$ cat src/rtl/rns_pkg.sv
// Shared constants and per-stage payload types for the binary-to-RNS forward converter.
// Moduli set {2^N+1, 2^N, 2^N-1} with N = RNS_N.
// Stage payload structs are sized by RNS_N, so the top's N parameter must equal RNS_N.
package rns_pkg;

    localparam int RNS_N = 35;
    localparam int W_X1  = RNS_N + 1;
    localparam int W_X   = 3 * RNS_N;

    localparam logic [W_X1-1:0]  MOD_P1 = {1'b1, {(RNS_N-1){1'b0}}, 1'b1};
    localparam logic [RNS_N-1:0] MOD_M1 = {RNS_N{1'b1}};

    // S0: raw chunks X = b2*2^(2N) + b1*2^N + b0, plus the range flag.
    typedef struct packed {
        logic             ovf;
        logic [RNS_N-1:0] b2;
        logic [RNS_N-1:0] b1;
        logic [RNS_N-1:0] b0;
    } s0_t;

    // S1: partial sums; q may still be the all-ones alias of zero.
    typedef struct packed {
        logic             ovf;
        logic [RNS_N-1:0] x2;
        logic [RNS_N:0]   p;
        logic [RNS_N-1:0] q;
        logic [RNS_N-1:0] b1;
        logic [RNS_N-1:0] b2;
    } s1_t;

    // S2: canonical residues as presented at the outputs.
    typedef struct packed {
        logic             ovf;
        logic [RNS_N:0]   x1;
        logic [RNS_N-1:0] x2;
        logic [RNS_N-1:0] x3;
    } s2_t;

endpackage

$ cat src/rtl/add_mod_2n_m1.sv
// Purpose: W-bit adder modulo 2^W-1 using end-around carry.
// Latency: combinational. Backpressure: none (pure datapath).
// Ports: a_i, b_i operands (all-ones accepted as zero); sum_o result.
// CANON=1 maps the all-ones alias of zero to 0; CANON=0 leaves it as produced.
module add_mod_2n_m1 #(
    parameter int W     = 35,
    parameter bit CANON = 1'b1
) (
    input  logic [W-1:0] a_i,
    input  logic [W-1:0] b_i,
    output logic [W-1:0] sum_o
);

    logic [W:0]   raw;
    logic [W-1:0] eac;

    // Folding the carry back in cannot overflow again: the largest raw sum
    // 2^(W+1)-2 folds to exactly 2^W-1.
    assign raw   = {1'b0, a_i} + {1'b0, b_i};
    assign eac   = raw[W-1:0] + {{(W-1){1'b0}}, raw[W]};
    assign sum_o = (CANON && (&eac)) ? '0 : eac;

endmodule

$ cat src/rtl/rns_forward_converter_pipe.sv
// Purpose: binary (3N bits) to RNS residues {mod 2^N+1, mod 2^N, mod 2^N-1} converter.
// Latency: 3 cycles (S0 -> S1 -> S2), throughput 1/cycle, bubbles collapse.
// Backpressure: full valid/ready; in_ready is combinational from out_ready, no skid buffer.
// Ports: clk, rst (sync, active-high); in_valid/in_ready/in_x; out_valid/out_ready,
//        out_x1 (N+1), out_x2 (N), out_x3 (N), out_ovf.
// Optional: RNS_FWD_RANGE_CHECK_EN builds the X >= M flag on out_ovf; otherwise out_ovf = 0.
module rns_forward_converter_pipe
    import rns_pkg::*;
#(
    parameter int N = RNS_N
) (
    input  logic           clk,
    input  logic           rst,
    input  logic           in_valid,
    output logic           in_ready,
    input  logic [3*N-1:0] in_x,
    output logic           out_valid,
    input  logic           out_ready,
    output logic [N:0]     out_x1,
    output logic [N-1:0]   out_x2,
    output logic [N-1:0]   out_x3,
    output logic           out_ovf
);

    logic v0_q, v1_q, v2_q;
    s0_t  s0_q, s0_d;
    s1_t  s1_q, s1_d;
    s2_t  s2_q, s2_d;

    logic ld0, ld1, ld2, adv2;

    // Stage handshakes: each stage loads when its source is valid and it is
    // either empty or emptying this cycle.
    assign adv2     = v2_q & out_ready;
    assign ld2      = v1_q & (~v2_q | adv2);
    assign ld1      = v0_q & (~v1_q | ld2);
    assign in_ready = ~v0_q | ld1;
    assign ld0      = in_valid & in_ready;

    // S0 input: chunk the operand.
    always_comb begin
        s0_d    = '0;
        s0_d.b0 = in_x[N-1:0];
        s0_d.b1 = in_x[2*N-1:N];
        s0_d.b2 = in_x[3*N-1:2*N];
`ifdef RNS_FWD_RANGE_CHECK_EN
        // M = 2^(3N) - 2^N, so X >= M exactly when the upper 2N bits are all ones.
        s0_d.ovf = &in_x[3*N-1:N];
`else
        s0_d.ovf = 1'b0;
`endif
    end

    // S1: 2^N == 1 mod 2^N-1, so start the x3 sum with b0 + b1.
    logic [N-1:0] q_sum;

    add_mod_2n_m1 #(.W(N), .CANON(1'b0)) u_add_q (
        .a_i   (s0_q.b0),
        .b_i   (s0_q.b1),
        .sum_o (q_sum)
    );

    always_comb begin
        s1_d     = '0;
        s1_d.x2  = s0_q.b0;
        s1_d.p   = {1'b0, s0_q.b0} + {1'b0, s0_q.b2};
        s1_d.q   = q_sum;
        s1_d.b1  = s0_q.b1;
        s1_d.b2  = s0_q.b2;
        s1_d.ovf = s0_q.ovf;
    end

    // S2: 2^N == -1 mod 2^N+1, so x1 = b0 - b1 + b2 with one signed correction.
    logic [N+1:0] d;
    logic [N:0]   d_add, d_sub;
    logic [N-1:0] x3_sum;

    assign d     = {1'b0, s1_q.p} - {2'b00, s1_q.b1};
    // Corrected values fit in N+1 bits, so the wrap in the upper bit is harmless.
    assign d_add = d[N:0] + MOD_P1;
    assign d_sub = d[N:0] - MOD_P1;

    add_mod_2n_m1 #(.W(N), .CANON(1'b1)) u_add_x3 (
        .a_i   (s1_q.q),
        .b_i   (s1_q.b2),
        .sum_o (x3_sum)
    );

    always_comb begin
        s2_d     = '0;
        s2_d.x2  = s1_q.x2;
        s2_d.x3  = x3_sum;
        s2_d.ovf = s1_q.ovf;
        if (d[N+1]) begin
            s2_d.x1 = d_add;
        end else if (d[N:0] >= MOD_P1) begin
            s2_d.x1 = d_sub;
        end else begin
            s2_d.x1 = d[N:0];
        end
    end

    always_ff @(posedge clk) begin
        if (rst) begin
            v0_q <= 1'b0;
            v1_q <= 1'b0;
            v2_q <= 1'b0;
            s0_q <= '0;
            s1_q <= '0;
            s2_q <= '0;
        end else begin
            v0_q <= ld0 | (v0_q & ~ld1);
            v1_q <= ld1 | (v1_q & ~ld2);
            v2_q <= ld2 | (v2_q & ~adv2);
            if (ld0) s0_q <= s0_d;
            if (ld1) s1_q <= s1_d;
            if (ld2) s2_q <= s2_d;
        end
    end

    assign out_valid = v2_q;
    assign out_x1    = s2_q.x1;
    assign out_x2    = s2_q.x2;
    assign out_x3    = s2_q.x3;
    assign out_ovf   = s2_q.ovf;

endmodule

$ cat config.mk
export PLATFORM = sky130hd
export DESIGN_NAME = rns_forward_converter_pipe
export DESIGN_NICKNAME = d
export VERILOG_FILES = /design/src/rtl/rns_pkg.sv /design/src/rtl/add_mod_2n_m1.sv /design/src/rtl/rns_forward_converter_pipe.sv
export SDC_FILE = /design/constraint.sdc
export NUM_CORES = 1
export LEC_CHECK = 0
export CELL_PAD_IN_SITES_DETAIL_PLACEMENT = 1
export CELL_PAD_IN_SITES_GLOBAL_PLACEMENT = 1
export CORE_MARGIN = 1.5
export CORE_UTILIZATION = 43
export DETAILED_ROUTE_END_ITERATION = 6
export PLACE_DENSITY = 0.91
export SYNTH_ARGS = -nofsm -noshare
export SYNTH_HDL_FRONTEND = slang
export SYNTH_SLANG_ARGS = --single-unit
export TNS_END_PERCENT = 1
$ cat constraint.sdc
create_clock -name clk -period 7.87 [get_ports clk]
set_clock_uncertainty 0.2 [all_clocks]
set_input_delay 1.574 -clock clk [delete_from_list [all_inputs] [get_ports clk]]
set_output_delay 1.574 -clock clk [all_outputs]
set_load 0.01 [all_outputs]
## Word-level counts from Yosys, hierarchy flattened

Index checks and enable logic that the tools add are counted.

- Input bits: 109
- Word-level logic and storage cells: 46
- Bits in registers: 390

- Multiplexer cells: 3
- Bitwise logic cells: 19
- $lt $le $gt $ge: 1
- Add/sub/neg operators: 8
- Reduce and logical (&&, ||, !) cells: 1

Operators with widths:

| cell | count |
|---|---|
| $add 35x35->36 | 3 |
| $mux 36 | 2 |
| $add 35x1->35 | 2 |
| $sub 36x35->37 | 1 |
| $add 36x36->36 const B | 1 |
| $ge 36x36->1 const B | 1 |
| $sub 36x36->36 const B | 1 |
| $mux 35 | 1 |
| $reduce_and 35->1 | 1 |
| $and 1x1->1 | 7 |
| $not 1->1 | 6 |
| $or 1x1->1 | 6 |

## Longest topological paths before layout

Gate-level depths: netlist of run 1.

- Word-level depth: 8
- Mapped depth: 26
- Mapped depth without buffers: 24

## By module

A second synthesis of run 1 with hierarchy kept.

- Cells, all modules: 3468
- Area, all modules: 25416.9 sq um

By module, submodules not included:

| module | area each (sq um) | seq. area each (sq um) | cells each | instances |
|---|---|---|---|---|
| rns_forward_converter_pipe | 18774.3 | 7807.5 | 2499 | 1 |
| add_mod_2n_m1 at u_add_x3 | 3817.4 | 0.0 | 577 | 1 |
| add_mod_2n_m1 at u_add_q | 2825.2 | 0.0 | 392 | 1 |

## Least setup slack after synthesis of run 1

No wires, ideal clock.

- Kind: register to register
- From: register s1_q[3] (netlist name)
- To: register s2_q, in the netlist out_x3[31]
- Cell stages (with the launch flop): 25
- Clock period less this slack: 5648 ps
- Setup slack: 2222 ps
- Data arrival time: 5297 ps
- Buffers on the path: 1
- Library setup time: 152 ps
- Cell sequence: dfxtp_1 ha_1 and3_1 a22oi_1 a2111oi_0 o2111ai_1 a31oi_1 a311oi_1 nor2_1 o21ai_0 a21oi_1 o21ai_0 nand2b_1 ha_1 ha_1 and2_1 nand4_1 nor4_1 nand4_1 a2111oi_0 mux2i_1 or4_1 a2111oi_4 buf_2 a2111oi_0

- Word-level cells in the longest chain between the ends: 4

Ends and longest elaborated chain:

| element | line | source |
|---|---|---|
| start, declared | rns_forward_converter_pipe.sv:27 | `s1_t s1_q, s1_d;` |
| start signal, assigned | rns_forward_converter_pipe.sv:109 | `s1_q <= '0;` |
| start signal, assigned | rns_forward_converter_pipe.sv:116 | `if (ld1) s1_q <= s1_d;` |
| $add 35x35->36 (*) | add_mod_2n_m1.sv:19 | `assign raw = {1'b0, a_i} + {1'b0, b_i};` |
| $add 35x1->35 (*) | add_mod_2n_m1.sv:20 | `assign eac = raw[W-1:0] + {{(W-1){1'b0}}, raw[W]};` |
| $reduce_and 35->1 | add_mod_2n_m1.sv:21 | `assign sum_o = (CANON && (&eac)) ? '0 : eac;` |
| $mux 35 (*) | add_mod_2n_m1.sv:21 |  |
| end signal, assigned | rns_forward_converter_pipe.sv:110 | `s2_q <= '0;` |
| end signal, assigned | rns_forward_converter_pipe.sv:117 | `if (ld2) s2_q <= s2_d;` |
| end, declared | rns_forward_converter_pipe.sv:28 | `s2_t s2_q, s2_d;` |

Mark *: on every way between the ends. The rest lies on a longest branch, timed or not.
A chain may end at the register's enable or synchronous reset.

## Worst setup path after layout of run 1

- From: register s1_q[5] (netlist name)
- To: register s2_q, in the netlist out_x3[12]

Same word-level chain as after synthesis.

==> flow_metrics.env, run 1 <==
export IMPL_clock_latency_ps=590
export IMPL_required_ps=8080
export IMPL_synth_edf_count=0
export IMPL_io_pins=218
export IMPL_synth_area_leader_cell="dfxtp_1"
export IMPL_cts_tree="yes"
export IMPL_drc=0
export IMPL_slew_headroom_pct=19.5
export IMPL_fin_cells=4147
export IMPL_cts_sinks=390
export IMPL_nets=3616
export IMPL_start_util_pct=43.3
export IMPL_place_area_um2=27100
export IMPL_syn_area_um2=24400
export IMPL_cts_buffers=44
export IMPL_rsz0062_at_grt="false"
export IMPL_status="completed"
export IMPL_die_area_um2=58200
export IMPL_port_buffers=216
export IMPL_power_leakage_nw=10.8
export IMPL_crit_arrival_ps=7570
export IMPL_drive_above_1_share_pct=4.45
export IMPL_die_h_um=241
export IMPL_dr_pass1_iters=5
export IMPL_wire_per_inst_um=20.9
export IMPL_fin_area_um2=28600
export IMPL_clockRootBuffer="clkbuf_16"
export IMPL_synthFlopType="dfxtp_1"
export IMPL_power_density_nw_per_um2=201
export IMPL_yosysUniqueCellTypes=93
export IMPL_layout_min_cycle_time_ps=7360
export IMPL_synth_top_area_share_pct=32.0
export IMPL_cp_start_kind="flip-flop"
export IMPL_ys_async_sr_fraction_pct=0
export IMPL_synth_fp_nets=3501
export IMPL_critical_path_slowest_cell="a2111oi_0"
export IMPL_yosys_warnings=0
export IMPL_cts_max_level=2
export IMPL_place_ws_ps=782
export IMPL_period_share_pct=93.6
export IMPL_drv_slew=0
export IMPL_path_class="flip-flop to flip-flop"
export IMPL_syn_inst=3241
export IMPL_cp_num_buf_inv=1
export IMPL_die_x_um=241
export IMPL_finalPower_mw=5.73
export IMPL_ys_seq_area_share_pct=32.0
export IMPL_worst_pin_slew_ps=1200
export IMPL_path_max_fanout=34
export IMPL_drt_vias_per_instance=5.95
export IMPL_avgSynthCellArea_um2=7.53
export IMPL_path_clk_slew_ps=70
export IMPL_max_freq_mhz=136
export IMPL_synthToLayoutAreaGrowth_pct=17.1
export IMPL_setup_ws_ps=507
export IMPL_tns_ps=0
export IMPL_dp_hpwl_um=64700
export IMPL_end_kind="flip-flop"
export IMPL_rows=87
export IMPL_yosys_top_cells_area="dfxtp_1 (32%), nand2_1 (11%), a21oi_1 (8.8%)"
export IMPL_grt_usage_pct=29.1
export IMPL_cpPeakStageDelay_ps=690
export IMPL_coreArea_um2=56300
export IMPL_ys_seq_elements=390
export IMPL_antenna_found_initial=0
export IMPL_detail_route_antenna_nets=0
export IMPL_hold_path_class="flip-flop to flip-flop"
export IMPL_hold_violations=0
export IMPL_dp_cells=4066
export IMPL_vias=24668
export IMPL_drtIter0Drc=1564
export IMPL_drt_wl_total_um=86700
export IMPL_place_congestion=0.929
export IMPL_diodes=0
export IMPL_grt_start_max_net_pins=178
export IMPL_overflow=0
export IMPL_cts_path_max_buffers=3
export IMPL_ir_drop_v=0.000155
export IMPL_cpLargestDelayFamily="compound AO/OA/AOI/OAI gates"
export IMPL_cap_violations=0
export IMPL_ctsHoldBuffers=0
export IMPL_cpMostUsedCell="a2111oi_0"
export IMPL_setup_viol=0
export IMPL_grt_pass1_vias=24445
export IMPL_grt_pass1_wl_um=134000
==> state kept, by name, summed over array words and instances (netlist names) <==
| signal | flops |
|---|---|
| out_valid | 1 |
| out_x1 | 36 |
| out_x2 | 35 |
| out_x3 | 35 |
| s0_q | 105 |
| s1_q | 176 |
| v0_q | 1 |
| v1_q | 1 |
==> cell type report <==
type | count | area (µm²)
multi-input cells | 2595 | 15600
clock buffers | 56 | 1240
well taps | 756 | 946
fillers | 6972 | 27700
repair buffers | 234 | 2330
flip-flops and latches | 390 | 7810
inverters | 91 | 342
clock inverters | 25 | 248
==> stage by stage <==
stage	hold slack (ps)	util [%]
floorplan	232	-
global placement	235	48.1
detailed placement	244	48.1
CTS	253	50.7
global route	269	50.7
finish	251	50.7
==> cell usage in the layout (no fill, tap or decap), drive strengths merged, types with 11 or more instances in the layout <==
| cell | count |
|---|---|
| and4 | 16 |
| o21a | 27 |
| nand2b | 27 |
| nand2 | 700 |
| o211ai | 16 |
| xnor2 | 119 |
| or3 | 30 |
| nor3 | 73 |
| nor4 | 32 |
| dfxtp | 390 |
| or4 | 11 |
| o21ai | 122 |
| nand4 | 36 |
| nand3 | 64 |
| and3 | 31 |
| clkbuf | 56 |
| and2 | 17 |
| or2 | 12 |
| xor2 | 74 |
| a21o | 64 |
| a21oi | 431 |
| a2111oi | 38 |
| nor2 | 202 |
| ha | 147 |
| o31ai | 15 |
| a31oi | 31 |
| buf | 19 |
| a211oi | 55 |
| mux2i | 12 |
| nor2b | 16 |
| o21bai | 19 |
| inv | 96 |
| clkdlybuf4s50 | 215 |
==> cells in the mapped netlist (all sizes together), types with 11 or more instances <==
cell,instances
a21oi,431
clkbuf,142
a211oi,55
inv,91
o21a,27
o21ai,122
o211ai,16
nand2b,27
o21bai,19
xor2,74
a31oi,31
buf,23
or3,30
and4,16
nand2,700
and2,17
xnor2,119
nand4,36
or4,11
dfxtp,390
mux2i,12
ha,147
nand3,64
a21o,64
and3,31
nor2b,16
nor2,202
or2,12
nor3,73
o31ai,15
a2111oi,38
nor4,32
==> power breakdown <==
part	switching, mW	leakage (nW)	total [mW]	internal (mW)
Combinational	0.909	6.91	1.45	0.540
Clock	0.909	0.704	2.13	1.22
Sequential	0.0904	3.18	2.15	2.06
==> tightest hold or removal path, cell delays in order (launching register included) <==
cell and delay (ps):
dfxtp_1 310, nand2_1 50, o21ai_1 50
==> routing by layer <==
metal	track usage (%)	vias to the layer above	part of all wire, %
met4	12.8	0	4.3
met2	47.5	702	46
met3	2.96	168	4.9
met1	38.8	12065	45
li1	-	11733	-
met5	0	-	0
==> final timing paths <==
check | startpoint | end | cells after the start | slack (ps)
max | s1_q[5] | out_x3[12] | 25 | 510
min | out_x1[33] | out_x1[33] | 2 | 250
max reg2reg | s1_q[5] | out_x3[12] | 25 | 510
min reg2reg | out_x1[33] | out_x1[33] | 2 | 250
==> kinds of logic after synthesis <==
kind of cell,after synthesis,synth area share (%)
simple gates,1308,24.5
mux,13,0.539
flops,390,32.0
compound gates,929,24.0
fa+ha+maj,151,7.87
other cells,1,0.0154
buf+inv,256,4.05
xor+xnor,193,6.99
==> timing repair <==
item                                    4_1_cts  5_1_grt
resized for setup                             0        1
endpoints found under the setup margin        0        1
buffers inserted                              0        0
Note: power is estimated with default switching activity, not from simulation.
==> run 2, diff against run 1 <==
--- a/config.mk
+++ b/config.mk
@@ -9,6 +9,7 @@
 export CELL_PAD_IN_SITES_GLOBAL_PLACEMENT = 1
 export CORE_MARGIN = 1.5
 export CORE_UTILIZATION = 43
+export CTS_CLUSTER_SIZE = 40
 export DETAILED_ROUTE_END_ITERATION = 6
 export PLACE_DENSITY = 0.91
 export SYNTH_ARGS = -nofsm -noshare
==> constraint.sdc (replaced) <==
create_clock -name clk -period 7.87 [get_ports clk]
set_clock_uncertainty 0.2 [all_clocks]
set_input_delay 1.574 -clock clk [delete_from_list [all_inputs] [get_ports clk]]
set_output_delay 1.574 -clock clk [all_outputs]
set_load 0.05 [all_outputs]
==> run 2 against run 1 <==
Hold slack lost 3.1 ps. Largest power group is now clock. Clock-buffer cell count up 5. First-iteration DRC count grew 6.9%. Combinational power rose by 5%. Highest routed layer unchanged. Total power rose by 4.8%. Fmax up 2.8%. Cell count rose by 0.17%. Via count fell by 0.21%. Largest cell class unchanged. Flip-flop and latch count did not move. Core utilization rose by 0.33 points.
==> flow_metrics.env, run 2 (same netlist as run 1, synthesis figures left out) <==
export IMPL_slew_headroom_pct=12.6
export IMPL_grt_usage_pct=29.2
export IMPL_required_ps=8110
export IMPL_setup_viol=0
export IMPL_use_met2_pct=47.1
export IMPL_period_share_pct=91.0
export IMPL_grtUsageMet1_pct=38.4
export IMPL_cts_sinks=390
export IMPL_cts_path_max_buffers=3
export IMPL_regMostFlops="s1_q"
export IMPL_diodes=0
export IMPL_status="completed"
export IMPL_path_class="flip-flop to flip-flop"
export IMPL_grt_pass1_wl_um=133000
export IMPL_cts_max_level=2
export IMPL_dp_cells=4068
export IMPL_drv_slew=0
export IMPL_hold_violations=0
export IMPL_coreArea_um2=56300
export IMPL_path_clk_slew_ps=70
export IMPL_nFillCells=6957
export IMPL_drt_vias_per_instance=5.93
export IMPL_grt_busiest_layer="met2"
export IMPL_drive_above_1_share_pct=4.59
export IMPL_antenna_found_initial=0
export IMPL_drt_wl_total_um=87200
export IMPL_cts_tree="yes"
export IMPL_path_max_fanout=23
export IMPL_grt_util_met3_pct=4.63
export IMPL_place_area_um2=27100
export IMPL_crit_arrival_ps=7410
export IMPL_crit_chain="ha_1 > and3_1 > a22oi_1 > a2111oi_0 > o2111ai_1 > a31oi_1 > a311oi_1 > nor2_1 > o21ai_0 > a21oi_1 > o21ai_0 > nand2b_1 > ha_1 > and3_1 > nand4_1 > nor4_1 > nand4_1 > o32ai_1 > nand4_1 > and2_1 > o211ai_1 > a2111oi_4 > buf_4 > a2111oi_0"
export IMPL_tns_ps=0
export IMPL_final_common_cell="nand2_1"
export IMPL_cts_resized=0
export IMPL_clockRootBuffer="clkbuf_16"
export IMPL_largest_register_ffs=176
export IMPL_worst_pin_slew_ps=1300
export IMPL_power_density_nw_per_um2=209
export IMPL_ir_drop_v=0.000147
export IMPL_nets=3621
export IMPL_vias=24616
export IMPL_cp_num_buf_inv=1
export IMPL_cts_buffers=47
export IMPL_place_congestion=0.936
export IMPL_wire_per_inst_um=21.0
export IMPL_power_leakage_nw=10.9
export IMPL_final_cell_mix="nand2_1 (698), a21oi_1 (430), dfxtp_1 (390), clkdlybuf4s50_1 (215), nor2_1 (202)"
export IMPL_dp_hpwl_um=64200
export IMPL_cpPeakStageDelay_ps=720
export IMPL_detail_route_antenna_nets=0
export IMPL_io_pins=218
export IMPL_fin_area_um2=28700
export IMPL_start_util_pct=43.3
export IMPL_end_kind="flip-flop"
export IMPL_hold_path_class="flip-flop to flip-flop"
export IMPL_die_x_um=241
export IMPL_ctsHoldBuffers=0
export IMPL_grt_pass1_vias=24153
export IMPL_critical_path_slowest_cell="a2111oi_0"
export IMPL_drc=0
export IMPL_die_area_um2=58200
export IMPL_overflow=0
export IMPL_layout_min_cycle_time_ps=7160
export IMPL_drtIter0Drc=1672
export IMPL_cpMostUsedCell="nand4_1"
export IMPL_max_freq_mhz=140
export IMPL_fin_cells=4154
export IMPL_cap_violations=0
export IMPL_rsz0062_at_grt="false"
export IMPL_whs_ps=247
export IMPL_synthToLayoutAreaGrowth_pct=17.8
export IMPL_cp_start_kind="flip-flop"
export IMPL_clock_latency_ps=590
export IMPL_port_buffers=216
export IMPL_grt_start_max_net_pins=159
export IMPL_rows=87
export IMPL_finalPower_mw=6.01
export IMPL_dr_pass1_iters=7
export IMPL_post_cts_setup_buffer_count=0
export IMPL_cpLargestDelayFamily="compound AO/OA/AOI/OAI gates"
export IMPL_die_h_um=241
-- run 2: power breakdown --
| part | internal (mW) | leakage [nW] | switching [mW] | total, mW |
|---|---|---|---|---|
| combinational | 0.540 | 6.93 | 0.979 | 1.52 |
| clock | 1.41 | 0.815 | 0.930 | 2.34 |
| sequential | 2.06 | 3.18 | 0.0902 | 2.15 |
| total | 4.01 | 10.9 | 2.00 | 6.01 |
-- run 2: worst min-delay path, stage by stage, from the launching register on --
cell and delay [ps]:
dfxtp_1 310, nand2_1 50, o21ai_1 50
-- run 2: layout make-up --
class / instances / area [µm²] / share of cell area, %
clock buffers: 61 / 1340 / 4.67
repair buffers: 236 / 2350 / 8.19
flip-flops and latches: 390 / 7810 / 27.2
inverters: 91 / 342 / 1.19
clock inverters: 25 / 310 / 1.08
well taps: 756 / 946 / 3.29
multi-input cells: 2595 / 15600 / 54.4
-- run 2: per-layer routing --
layer	share of wire, %	vias to the layer above
met5	0	-
met3	5.6	161
li1	-	11773
met1	45	11990
met2	45	692
met4	4.5	0
-- run 2: path summary, 6_finish.rpt --
| check | from | endpoint | slack, ps | cells past startpoint |
|---|---|---|---|---|
| max | s1_q[3] | out_x3[26] | 710 | 24 |
| min reg2reg | out_x1[7] | out_x1[7] | 250 | 2 |
| min | out_x1[7] | out_x1[7] | 250 | 2 |
| max reg2reg | s1_q[3] | out_x3[26] | 710 | 24 |
-- run 2: metrics by stage --
| stage | util, % | setup WS (ps) |
|---|---|---|
| floorplan | - | 2220 |
| global placement | 48.1 | 1150 |
| detailed placement | 48.1 | 1030 |
| CTS | 51.1 | 905 |
| global route | 51.1 | 32.6 |
| finish | 51.1 | 707 |
==> run 3, diff against run 2 <==
==> constraint.sdc (replaced) <==
create_clock -name clk -period 7.87 [get_ports clk]
set_clock_uncertainty 0.2 [all_clocks]
set_input_delay 1.574 -clock clk [delete_from_list [all_inputs] [get_ports clk]]
set_output_delay 1.574 -clock clk [all_outputs]
set_load 0.02 [all_outputs]
==> run 3 against run 2 <==
Sequential share of layout area rose by 0.18 points. Clock power fell by 9.0%. Core utilization fell by 0.33 points. Via count barely moved. Design area fell by 0.65%. Clock-buffer cell count fell by 5. Sequential power barely moved. First-iteration DRC count rose by 2.8%. Largest power group is now registers. Critical endpoint is now out_x3[13]. Largest cell class unchanged. Worst setup slack got worse by 120 ps. Flip-flop and latch count did not move.
==> flow_metrics.env, run 3 (same netlist as run 1, synthesis figures left out) <==
export IMPL_cpMostUsedCell="a2111oi_0"
export IMPL_crit_start="s1_q[5]"
export IMPL_dp_cells=4066
export IMPL_drive_above_1_share_pct=4.45
export IMPL_cts_tree="yes"
export IMPL_post_cts_setup_buffer_count=0
export IMPL_p_switching_mw=1.93
export IMPL_die_area_um2=58200
export IMPL_setup_ws_ps=588
export IMPL_grt_pass1_vias=24445
export IMPL_cp_start_kind="flip-flop"
export IMPL_path_max_fanout=34
export IMPL_final_cell_mix="nand2_1 (698), a21oi_1 (430), dfxtp_1 (390), clkdlybuf4s50_1 (215), nor2_1 (202)"
export IMPL_overflow=0
export IMPL_antenna_found_initial=0
export IMPL_rsz0062_at_grt="false"
export IMPL_cpPeakStageDelay_ps=690
export IMPL_nets=3616
export IMPL_layout_min_cycle_time_ps=7280
export IMPL_ctsHoldBuffers=0
export IMPL_place_ws_ps=782
export IMPL_tns_ps=0
export IMPL_ir_drop_v=0.000155
export IMPL_hold_violations=0
export IMPL_clockRootBuffer="clkbuf_16"
export IMPL_io_pins=218
export IMPL_fin_cells=4147
export IMPL_slew_headroom_pct=18.6
export IMPL_cpLargestDelayFamily="compound AO/OA/AOI/OAI gates"
export IMPL_final_common_cell="nand2_1"
export IMPL_r2r_start="s1_q[5]"
export IMPL_dp_hpwl_um=64700
export IMPL_regMostFlops="s1_q"
export IMPL_period_share_pct=92.5
export IMPL_synthToLayoutAreaGrowth_pct=17.1
export IMPL_path_class="flip-flop to flip-flop"
export IMPL_cap_violations=0
export IMPL_die_x_um=241
export IMPL_drv_slew=0
export IMPL_nFillCells=6972
export IMPL_port_buffers=216
export IMPL_grt_start_max_net_pins=178
export IMPL_p_seq_share_pct=37.4
export IMPL_wire_per_inst_um=20.9
export IMPL_cts_path_max_buffers=3
export IMPL_drt_wl_total_um=86800
export IMPL_r2r_cells=25
export IMPL_power_density_nw_per_um2=201
export IMPL_path_depth=25
export IMPL_worst_pin_slew_ps=1210
export IMPL_end_kind="flip-flop"
export IMPL_p_comb_share_pct=25.5
export IMPL_max_freq_mhz=137
export IMPL_min_from="out_x1[33]"
export IMPL_whs_endpoint="out_x1[33]"
export IMPL_drt_vias_per_instance=5.94
export IMPL_cp_num_buf_inv=1
export IMPL_cts_max_level=2
export IMPL_hold_path_cell_count=2
export IMPL_drc=0
export IMPL_rows=87
export IMPL_internal_power_mw=3.82
export IMPL_start_util_pct=43.3
export IMPL_swShare_pct=33.5
export IMPL_diodes=0
export IMPL_crit_arrival_ps=7490
export IMPL_required_ps=8070
export IMPL_rrSetupSlack_ps=590
export IMPL_r2r_end="out_x3[13]"
export IMPL_grt_pass1_wl_um=134000
export IMPL_clock_latency_ps=590
export IMPL_coreArea_um2=56300
export IMPL_critical_path_slowest_cell="a2111oi_0"
export IMPL_register_area_um2=7810
export IMPL_die_h_um=241
export IMPL_cts_buffers=44
export IMPL_place_congestion=0.929
export IMPL_path_clk_slew_ps=60
export IMPL_whs_ps=250
export IMPL_hold_path_class="flip-flop to flip-flop"
export IMPL_multi_input_area_um2=15600
export IMPL_power_leakage_nw=10.8
export IMPL_detail_route_antenna_nets=0
export IMPL_cts_sinks=390
export IMPL_dr_pass1_iters=5
export IMPL_finalPower_mw=5.75
export IMPL_grt_usage_pct=29.1
export IMPL_largest_register_ffs=176
export IMPL_setup_viol=0
export IMPL_vias=24626
export IMPL_status="completed"
export IMPL_clock_power_share_pct=37.1
export IMPL_drtIter0Drc=1718
run 3: final cells by class:
type,instances,area share [%]
clock inverters,25,0.868
flip-flops and latches,390,27.3
repair buffers,234,8.15
multi-input cells,2595,54.8
clock buffers,56,4.33
inverters,91,1.20
well taps,756,3.31
run 3: repair_timing:
| action | CTS | global route |
|---|---|---|
| resized for setup | 0 | 1 |
| setup endpoints to repair | 0 | 1 |
| endpoints found under the hold margin | 0 | 0 |
run 3: worst max path at each step:
stage                      end  slack (ps)
global placement    out_x3[12]        1100
detailed placement  out_x3[12]         780
global route        out_x3[12]         100
finish              out_x3[13]         590
floorplan           out_x3[31]        2220
CTS                 out_x3[12]         700
run 3: power by group through the flow:
stage / sequential, mW / clock [mW] / combinational (mW)
after CTS: 2.15 / 2.16 / 1.44
after floorplan: 2.17 / 0 / 0.975
after global routing: 2.15 / 2.23 / 1.58
after global placement: 2.19 / 0 / 1.40
after detailed placement: 2.19 / 0 / 1.42
final: 2.15 / 2.13 / 1.47
run 3: metal layers:
layer  up-vias  track usage, %  wire, µm
li1      11740               -         -
met3       159            2.96      4050
met1     12049            38.8     39400
met5         -               0         0
met2       678            47.5     39600
met4         0            12.8      3790
run 3: worst register-to-register path: cells and delay by family, from the launching register on:
kind	cells	cell delay, ps
flip-flops	1	320
AO/OA/AOI/OAI	14	3920
AND/OR/NAND/NOR	6	1380
buffers and inverters	1	380
adder cells (fa/ha/maj)	3	740
multiplexers	1	150
run 3: metrics by stage:
stage / utilization (%) / cell area [µm²]
after global routing: 50.7 / 28600
after floorplan: - / 24400
after CTS: 50.7 / 28500
final: 50.7 / 28600
after detailed placement: 48.1 / 27100
after global placement: 48.1 / 27100
